$ cat src/rtl/uart_mmio_ctrl.sv
// MMIO UART glue: TX/RX byte FIFOs between the core's sb/lb strobes
// and the uart_tx/uart_rx cores, with a start/busy launch FSM on TX.
module uart_mmio_ctrl #(
    parameter int DEPTH = 8,
    parameter int AW    = 3
) (
    input  logic        clk,
    input  logic        reset,
    input  logic        UART_WRITE_EN,
    input  logic        UART_READ_EN,
    input  logic [7:0]  WDATA,
    output logic [31:0] RDATA,
    output logic [7:0]  tx_data,
    output logic        tx_start,
    input  logic        tx_busy,
    input  logic [7:0]  rx_data,
    input  logic        rx_valid,
    output logic        tx_full,
    output logic        rx_empty,
    output logic        rx_overrun
);

    localparam logic [AW:0]   FULL_C  = (AW+1)'(DEPTH);
    localparam logic [AW:0]   CNT_ONE = (AW+1)'(1);
    localparam logic [AW-1:0] PTR_ONE = AW'(1);

    typedef enum logic [1:0] {IDLE, START, SEND} state_e;

    logic [7:0]    tx_mem [DEPTH];
    logic [7:0]    rx_mem [DEPTH];
    logic [AW-1:0] tx_wptr_q, tx_rptr_q, rx_wptr_q, rx_rptr_q;
    logic [AW:0]   tx_cnt_q, tx_cnt_d, rx_cnt_q, rx_cnt_d;
    state_e        state_q, state_d;
    logic [1:0]    to_q, to_d;
    logic [7:0]    tx_data_q, tx_data_d;
    logic          tx_start_q, tx_start_d;
    logic          ovr_q;
    logic          tx_pop, tx_push, rx_pop, rx_push, rx_full;

    assign tx_full    = (tx_cnt_q == FULL_C);
    assign rx_full    = (rx_cnt_q == FULL_C);
    assign rx_empty   = (rx_cnt_q == '0);
    assign tx_data    = tx_data_q;
    assign tx_start   = tx_start_q;
    assign rx_overrun = ovr_q;

    // A full FIFO still accepts when the same edge frees a slot.
    assign tx_push = UART_WRITE_EN && (!tx_full || tx_pop);
    assign rx_pop  = UART_READ_EN && !rx_empty;
    assign rx_push = rx_valid && (!rx_full || rx_pop);

    assign RDATA = rx_empty ? 32'hFFFF_FFFF : {24'h0, rx_mem[rx_rptr_q]};

    always_comb begin
        state_d    = state_q;
        to_d       = to_q;
        tx_data_d  = tx_data_q;
        tx_start_d = 1'b0;
        tx_pop     = 1'b0;
        unique case (state_q)
            IDLE: begin
                if (tx_cnt_q != '0 && !tx_busy) begin
                    tx_pop     = 1'b1;
                    tx_data_d  = tx_mem[tx_rptr_q];
                    tx_start_d = 1'b1;
                    to_d       = '0;
                    state_d    = START;
                end
            end
            START: begin
                // Give up on busy after three quiet cycles.
                if (tx_busy)            state_d = SEND;
                else if (to_q == 2'd2)  state_d = IDLE;
                else                    to_d = to_q + 2'd1;
            end
            SEND: begin
                if (!tx_busy) state_d = IDLE;
            end
            default: state_d = IDLE;
        endcase
    end

    always_comb begin
        tx_cnt_d = tx_cnt_q;
        if (tx_push && !tx_pop)      tx_cnt_d = tx_cnt_q + CNT_ONE;
        else if (tx_pop && !tx_push) tx_cnt_d = tx_cnt_q - CNT_ONE;
        rx_cnt_d = rx_cnt_q;
        if (rx_push && !rx_pop)      rx_cnt_d = rx_cnt_q + CNT_ONE;
        else if (rx_pop && !rx_push) rx_cnt_d = rx_cnt_q - CNT_ONE;
    end

    always_ff @(posedge clk) begin
        if (tx_push) tx_mem[tx_wptr_q] <= WDATA;
        if (rx_push) rx_mem[rx_wptr_q] <= rx_data;
    end

    always_ff @(posedge clk) begin
        if (!reset) begin
            tx_wptr_q  <= '0;
            tx_rptr_q  <= '0;
            tx_cnt_q   <= '0;
            rx_wptr_q  <= '0;
            rx_rptr_q  <= '0;
            rx_cnt_q   <= '0;
            state_q    <= IDLE;
            to_q       <= '0;
            tx_data_q  <= 8'h00;
            tx_start_q <= 1'b0;
            ovr_q      <= 1'b0;
        end else begin
            if (tx_push) tx_wptr_q <= tx_wptr_q + PTR_ONE;
            if (tx_pop)  tx_rptr_q <= tx_rptr_q + PTR_ONE;
            if (rx_push) rx_wptr_q <= rx_wptr_q + PTR_ONE;
            if (rx_pop)  rx_rptr_q <= rx_rptr_q + PTR_ONE;
            if (rx_valid && !rx_push) ovr_q <= 1'b1;
            tx_cnt_q   <= tx_cnt_d;
            rx_cnt_q   <= rx_cnt_d;
            state_q    <= state_d;
            to_q       <= to_d;
            tx_data_q  <= tx_data_d;
            tx_start_q <= tx_start_d;
        end
    end

endmodule

$ cat config.mk
export PLATFORM = sky130hd
export DESIGN_NAME = uart_mmio_ctrl
export DESIGN_NICKNAME = d
export VERILOG_FILES = /design/src/rtl/uart_mmio_ctrl.sv
export SDC_FILE = /design/constraint.sdc
export NUM_CORES = 1
export LEC_CHECK = 0
export CAP_MARGIN = 20
export CORE_UTILIZATION = 61
export CTS_CLUSTER_DIAMETER = 100
export DETAILED_ROUTE_END_ITERATION = 10
export PLACE_DENSITY = 0.93
export RECOVER_POWER = 25
export SYNTH_ARGS = -nofsm -noshare
export SYNTH_HDL_FRONTEND = slang
export SYNTH_SLANG_ARGS = --single-unit
$ cat constraint.sdc
create_clock -name clk -period 4 [get_ports clk]
set_clock_uncertainty 0.2 [all_clocks]
set_input_delay 0.8 -clock clk [delete_from_list [all_inputs] [get_ports clk]]
set_output_delay 0.8 -clock clk [all_outputs]
set_load 0.02 [all_outputs]
### After elaboration in Yosys (flattened, before gate mapping)

Memories as Yosys holds them, arrays and structs flattened. A register that Yosys moved wholly into a read port is not among the register bits.
Cells that the tools add are included.

* add/subtract/negate cells: 9
* equality and inequality tests: 10
* mux-type cells: 22
* reductions and logical operators: 29

Operators with widths (count)
* $mux 32: 1
* $mux 4: 4
* $mux 2: 7
* $add 3x1->3 const B: 4
* $logic_and 1x1->1: 9
* $logic_not 1->1: 9
* $add 4x1->4 const B: 2
* $eq 4x4->1 const B: 2
* $ne 2x2->1 const B: 4
* $sub 4x1->4 const B: 2
* $mux 1: 6
* $mux 3: 2
* $pmux 2 s3: 1
* $reduce_bool 2->1: 3
* $eq 2x2->1 const B: 2
* $logic_not 4->1: 1
* $pmux 2 s2: 1
* $reduce_and 4->1: 1
* $reduce_bool 4->1: 1
* $ne 3x3->1 const B: 1
* $reduce_and 3->1: 1
* $add 2x1->2 const B: 1
* $eq 2x1->1 const B: 1
* $logic_not 2->1: 1
* other kinds (2): 3

* bits in registers: 26
* memory bits (writable): 128
* output and inout port bits: 44
* memories kept: 2

Memories
* rx_mem: words 8, bits a word 8, rd ports 1, clocked after Yosys merged registers in 1, wr ports 1, RTL line 30 `logic [7:0] rx_mem [DEPTH];`
* tx_mem: words 8, bits a word 8, rd ports 1, clocked after Yosys merged registers in 1, wr ports 1, RTL line 29 `logic [7:0] tx_mem [DEPTH];`

### Longest topological paths before layout

Gate-level depths: netlist of the first run.

* depth in word-level cells: 10
* depth in mapped cells: 12
* mapped depth without buffers: 10

### Worst setup path before layout of the first run

OpenSTA, ideal clock, no wires.

* path kind: input to register
* start point: in tx_busy
* end point: reg tx_cnt_q[3]
* library setup time: 0.072 ns
* arrival: 2.725 ns
* setup slack: 1.004 ns
* stages: 11
* path buffers: 1
* cell sequence: nor3_2 -> and2_4 -> buf_6 -> inv_1 -> ha_1 -> inv_1 -> ha_1 -> a21oi_1 -> a211oi_1 -> a31oi_1 -> mux2i_1

* cells in the longest elaborated chain, start to end: 9
* elaborated cells between the ends (all ways): 12

Ends and longest elaborated chain
* start, declared: RTL line 15 `input logic tx_busy,`
* $logic_not 1->1 (*)
* $logic_and 1x1->1 (*): RTL line 62 `if (tx_cnt_q != '0 && !tx_busy) begin`
* $mux 1 (*): RTL line 62
* $mux 1 (*): RTL line 60 `unique case (state_q)`
* $logic_or 1x1->1: RTL line 48 `assign tx_push = UART_WRITE_EN && (!tx_full || tx_pop);`
* $logic_and 1x1->1: RTL line 48
* $logic_not 1->1: RTL line 86 `else if (tx_pop && !tx_push) tx_cnt_d = tx_cnt_q - CNT_ONE;`
* $logic_and 1x1->1: RTL line 86
* $reduce_bool 2->1 (no line)
* end signal, assigned: RTL line 116 `tx_cnt_q <= tx_cnt_d;`
* end, declared: RTL line 32 `logic [AW:0] tx_cnt_q, tx_cnt_d, rx_cnt_q, rx_cnt_d;`

Every way passes the cells marked *; elsewhere a longest branch is shown, timed or not.
A chain may end at the register's enable or synchronous reset.

### Final worst setup path of the first run

* start point: reg rx_cnt_q[0]
* end point: out RDATA[19]

* cells in the longest elaborated chain, start to end: 2

Ends and longest elaborated chain
* start, declared: RTL line 32
* start signal, assigned: RTL line 117 `rx_cnt_q <= rx_cnt_d;`
* $logic_not 4->1: RTL line 42 `assign rx_empty = (rx_cnt_q == '0);`
* $mux 32: RTL line 52 `assign RDATA = rx_empty ? 32'hFFFF_FFFF : {24'h0, rx_mem[rx_rptr_q]};`
* end, declared: RTL line 12 `output logic [31:0] RDATA,`

Every way passes these cells.

==> metrics.txt, run 1 <==
status=finished clean; worst-path fanout max=25; post-synthesis compound-gate area fraction=between 3 and 4%; gpl congestion=0.799; Root Driver=clkbuf_8; Sw Share=32.4%; Detailed Place HPWL=8.54 mm; Initial Utilization=between 60 and 70%; IO buf count=65; Setup WS pre-CTS=0.499 ns; Overflow after GRT=0; vias in the first global route=3935; crit-path cells=or4_1 -> inv_1 -> clkdlybuf4s50_1; Die Y=~110 um; mux share of post-synthesis cell area=between 10% and 20%; Hold WS=~0.30 ns; hold_buf cts=0; # setup viols final=0; achievable clock frequency=roughly 0.27 GHz; number of synthesized flops with an enable pin=~130; syn avg cell area=approximately 16 um2; Cell variety after synth=39; WP data required=about 3.0 ns; CP peak stage delay=0.72 ns; cell internal pwr=around 3.9 mW; PostCTS Resize Cnt=0; gr usage total=about 27%; Synth async-reset ratio=0%; switching power=approximately 1.9 mW; fin crit period=about 3.7 ns; clk sinks=165; Synth-to-Final Area Change=20.0%; Reg clk slew, reported paths=about 0.07 ns; drt wl/cell=between 20 and 25 um; Die X=between 100 and 150 um; Iter 0 DRT Violations=~440; clock tree buffer depth=2; synth top area cells=edfxtp_1 (57%), dfxtp_1 (11%), mux4_2 (11%); CP endpoint kind=output port; num rows=37; initial antenna violation count=0; CTS tree=yes; Diodes inserted=0; Synth Register Bits=approximately 170; filler instances=about 540; MaxCap Viol Count=0; pwr/cell area=between 700 and 800 mW/mm2; full die area=roughly 0.011 mm2; Reg-to-Reg End=tx_cnt_q[3]; dpl cell area=0.00746 mm2; Boundary Pins=66; r2r worst-path depth=10; Post-Synth XOR/XNOR Area=1.43%; Largest delay share family, worst path=buffers and inverters; Synth Area in Simple Gates=7.29%; RSZ-0062 raised after global routing=false; sequential share of power=between 30% and 40%; Tcrit/Tclk final=93.6%; Core Box Area=0.0105 mm2; Logic pwr share=about a third; final total power=5.74 mW; setup TNS=0 ns; crit path DAT=approximately 2.7 ns; post-synthesis sequential area ratio=~68%; Buf/Inv on CP=2; syn_nets=450; Least-Margin Pin Slew=0.906 ns; clock power share=around 28%; Via density=slightly above 6; Leak=about 2.8 nW; Post-CTS Setup Bufs=0; largest net degree at the start of global routing=38; max-slew violation count=0; Post-Synthesis Cells=roughly 420; hold crit path type=flip-flop to flip-flop; count leader, synth=edfxtp_1; Post-Layout Cell Count=roughly 630; Worst Setup SP=rx_cnt_q[0]; wirelength, routed=~14 mm; Residual DRC=0; Synth top cells by count=edfxtp_1 (128), dfxtp_1 (37), mux4_2 (32), buf_4 (24); Pre-antenna DRT Iters=7; leading area contributor after synthesis=edfxtp_1; post-route setup slack=roughly 0.26 ns; WL met3=between 1 and 1.5 mm; Final Core Density=76.9%; slew margin rel.=39.5%; top layer in use=met4; Cell Count Post-Placement=594; Crit path depth=3; H-Tree Depth=4; critical path type=flip-flop to output port; cell area after layout=approximately 0.008 mm2; reg-to-reg startpoint=tx_cnt_q[0]; Reg2Reg Setup Slack=around 0.80 ns; Post-Synth Adder-Cell Area=about 2.6%; Critical-path top delay cell=clkdlybuf4s50_1; Post-DRT Antenna Nets=0; Worst VDD drop=about 530 uV; Critical Path Sink=RDATA[19]; # nets final=a little over 500; largest family of logic cells by synthesized area=multiplexers; share of layout cells above drive strength 1=between 10% and 20%; wl on met1=between 5 and 6 mm; Hold Violations, Final=0; met2 routed WL=around 7.6 mm; total CTS buffers=17; type of origin of the critical path=flip-flop; Synth top area share=between 50 and 60%; global-route wire length before repair=about 22 mm; routed via count=just under 4k; synthesized area=between 0.006 and 0.007 mm2; worst skew pair latency=0.52 ns; top_reg_cell synth=edfxtp_1; yosys synthesis warning count=0
==> power groups by stage <==
stage	clock network [mW]	logic (mW)	registers [mW]
floorplan	0	1.38	2.16
global placement	0	1.79	2.21
detailed placement	0	1.92	2.20
CTS	1.63	1.96	2.17
global route	1.69	2.09	2.18
finish	1.61	1.96	2.17
==> metal layers <==
metal | GRT usage, % | vias to the layer above
li1 | - | 1675
met1 | 31.6 | 1944
met2 | 48.1 | 236
met3 | 5.29 | 41
met4 | 12.5 | 0
met5 | 0 | -
==> kinds of logic (layout without fill, tap and decap cells) <==
group / Yosys count / in the layout
buf+inv: 49 / 125
simple gates: 95 / 95
fa+ha+maj: 13 / 13
compound gates: 34 / 34
xor+xnor: 11 / 11
mux: 48 / 48
flops: 165 / 165
==> registers in the layout, summed over array words and instances, names as in the netlist, named ones only <==
name / cells
rx_rptr_q: 3
rx_cnt_q: 4
rx_overrun: 1
tx_mem: 64
tx_wptr_q: 3
tx_rptr_q: 3
state_q: 2
rx_mem: 64
rx_wptr_q: 3
tx_cnt_q: 4
tx_data: 8
tx_start: 1
to_q: 2
==> worst min path at each step <==
stage | start | end | slack, ns | depth (start not counted)
CTS | rx_overrun | rx_overrun | 0.31 | 2
global placement | tx_cnt_q[3] | tx_cnt_q[3] | 0.27 | 2
floorplan | tx_cnt_q[3] | tx_cnt_q[3] | 0.25 | 2
global route | rx_overrun | rx_overrun | 0.34 | 2
finish | rx_overrun | rx_overrun | 0.30 | 2
detailed placement | rx_overrun | rx_overrun | 0.29 | 2
==> tightest hold or removal path: stages, from the launching register on <==
cell and delay (ns):
dfxtp_1 0.33, a21oi_1 0.04, nor2b_1 0.09
==> cells in the final DEF (no fill, tap or decap), drive strengths merged, types with 12 or more instances in the layout <==
cell	n
edfxtp	128
clkdlybuf4s50	54
dfxtp	37
mux4	32
nand2	21
nor2	21
buf	21
clkbuf	19
mux2i	16
and2	13
inv	12
==> final cells by class <==
type | count | area, um2 | area share (%)
Sequential cell | 165 | 4580 | 56.7
Multi-Input combinational cell | 201 | 1860 | 23.0
Timing Repair Buffer | 86 | 848 | 10.5
Clock buffer | 19 | 422 | 5.22
Clock inverter | 13 | 170 | 2.11
Tap cell | 136 | 170 | 2.11
Inverter | 7 | 26.3 | 0.325
Power figures use the tool's default switching activity.
==> run 2, diff against run 1 <==
--- a/config.mk
+++ b/config.mk
@@ -12,4 +12,5 @@
 export PLACE_DENSITY = 0.93
 export RECOVER_POWER = 25
+export SKIP_CTS_REPAIR_TIMING = 1
 export SYNTH_ARGS = -nofsm -noshare
 export SYNTH_HDL_FRONTEND = slang
==> constraint.sdc (replaced) <==
create_clock -name clk -period 4 [get_ports clk]
set_clock_uncertainty 0.2 [all_clocks]
set_input_delay 0.6 -clock clk [delete_from_list [all_inputs] [get_ports clk]]
set_output_delay 0.6 -clock clk [all_outputs]
set_load 0.02 [all_outputs]
==> run 2 against run 1 <==
Effect of this change:
- core utilization down 0.96 points
- die area unchanged
- cell count down 0.80%
- combinational power about the same
- global-route usage down 0.72 points
- clock power down 9%
- clock-buffer cell count down 1
- flip-flop and latch count unchanged
- first-iteration DRC count down 6.2%
- highest routed layer unchanged
- fmax up 5.3%
- register-to-register slack better by 0.06 ns
- critical path depth up 1
==> metrics.txt, run 2 (same netlist as run 1, synthesis figures left out) <==
share of layout cells above drive strength 1=around 17%; register area=around 0.0046 mm2; setup TNS=0 ns; clock tree buffer depth=2; slew margin rel.=approximately 37%; wirelength, routed=14.0 mm; hold crit path type=flip-flop to flip-flop; Hold Violations, Final=0; WP data required=between 3 and 4 ns; num rows=37; Worst Setup SP=rx_cnt_q[0]; Setup WS pre-CTS=about 0.67 ns; total CTS buffers=17; hold_sp=tx_cnt_q[3]; dpl cell area=between 0.007 and 0.008 mm2; Worst VDD drop=slightly above 500 uV; Reg clk slew, reported paths=~0.070 ns; commonest non-fill, non-tap cell in the layout=edfxtp_1; Residual DRC=0; Initial Utilization=roughly 64%; Post-DRT Antenna Nets=0; largest net degree at the start of global routing=38; filler instances=571; CTS tree=yes; # nets final=between 500 and 600; Final Core Density=roughly three quarters; H-Tree Depth=4; crit path DAT=around 2.8 ns; Buf/Inv on CP=3; Crit path depth=4; Leak=2.69 nW; achievable clock frequency=between 0.2 and 0.3 GHz; clk sinks=about 170; RSZ-0062 raised after global routing=false; Critical-path top delay cell=clkdlybuf4s50_1; # setup viols final=0; Die Y=107 um; Iter 0 DRT Violations=between 400 and 500; Root Driver=clkbuf_8; CP peak stage delay=0.71 ns; Hold WS=~0.3 ns; Synth-to-Final Area Change=18.5%; Boundary Pins=66; worst-path fanout max=25; multi-input gate area in the final layout=~0.0019 mm2; Tcrit/Tclk final=88.8%; Post-Layout Cell Count=622; initial antenna violation count=0; gr usage total=between 20% and 30%; pwr/cell area=around 700 mW/mm2; post-route setup slack=~0.45 ns; fin crit period=3.55 ns; IO buf count=65; hold depth=2; Core Box Area=approximately 0.011 mm2; commonest non-fill, non-tap cells in the layout=edfxtp_1 (128), clkdlybuf4s50_1 (53), dfxtp_1 (37); Die X=107 um; CP endpoint kind=output port; reg-to-reg startpoint=tx_cnt_q[0]; routed via count=3894; Pre-antenna DRT Iters=5; full die area=between 0.01 and 0.015 mm2; Largest delay share family, worst path=buffers and inverters; critical path type=flip-flop to output port; cell area after layout=about 0.008 mm2; final total power=5.58 mW; status=finished clean; Cell Count Post-Placement=590; MaxCap Viol Count=0; Diodes inserted=0; global-route wire length before repair=21.3 mm; crit-path cells=or4_1 -> buf_4 -> inv_1 -> clkdlybuf4s50_1; max-slew violation count=0; vias in the first global route=between 3k and 4k; Detailed Place HPWL=between 8 and 9 mm; worst skew pair latency=between 0.5 and 0.6 ns; drt wl/cell=22.5 um; Via density=between 6 and 7; type of origin of the critical path=flip-flop; gpl congestion=between 0.7 and 0.8; Least-Margin Pin Slew=0.945 ns; r2r worst-path depth=10; Overflow after GRT=0
run 2: changes by cell type in the layout (fill, tap and decap cells not counted):
cell,previous run,this run
clkbuf_1,2,1
clkdlybuf4s50_1,54,53
buf_16,2,1
inv_8,3,2
bufinv_16,2,0
clkinvlp_4,1,3
inv_6,2,6
buf_4,19,15
clkinv_4,4,2
buf_8,0,1
clkinv_8,1,0
dlygate4sd3_1,11,12
run 2: layout make-up:
cell class	instances	share of cell area, %
sequential	165	57.5
multi-input combinational	201	23.3
timing repair buffer	82	10.1
clock buffer	18	5.24
tap	136	2.13
clock inverter	13	1.44
inverter	7	0.329
run 2: report_power, final:
part | switching (mW) | internal [mW]
Clock | 0.691 | 0.781
Combinational | 0.982 | 0.957
Sequential | 0.162 | 2.01
Total | 1.84 | 3.74
run 2: path summary, 6_finish.rpt:
kind	slack (ns)	to
worst max register to register	0.86	tx_cnt_q[3]
worst max-delay path	0.45	RDATA[16]
worst min-delay path	0.30	tx_cnt_q[3]
worst min register to register	0.30	tx_cnt_q[3]
run 2: per-layer routing:
metal	vias up	track usage (%)	part of all wire, %
met5	-	0	0
met4	0	11.8	3.0
met3	36	4.86	5.9
met2	192	48.2	54
met1	1992	29.9	37
li1	1674	-	-
run 2: tightest hold or removal path, stage by stage (launching register included):
cell and delay, ns:
dfxtp_1 0.33, nand2_1 0.06, mux2i_1 0.06
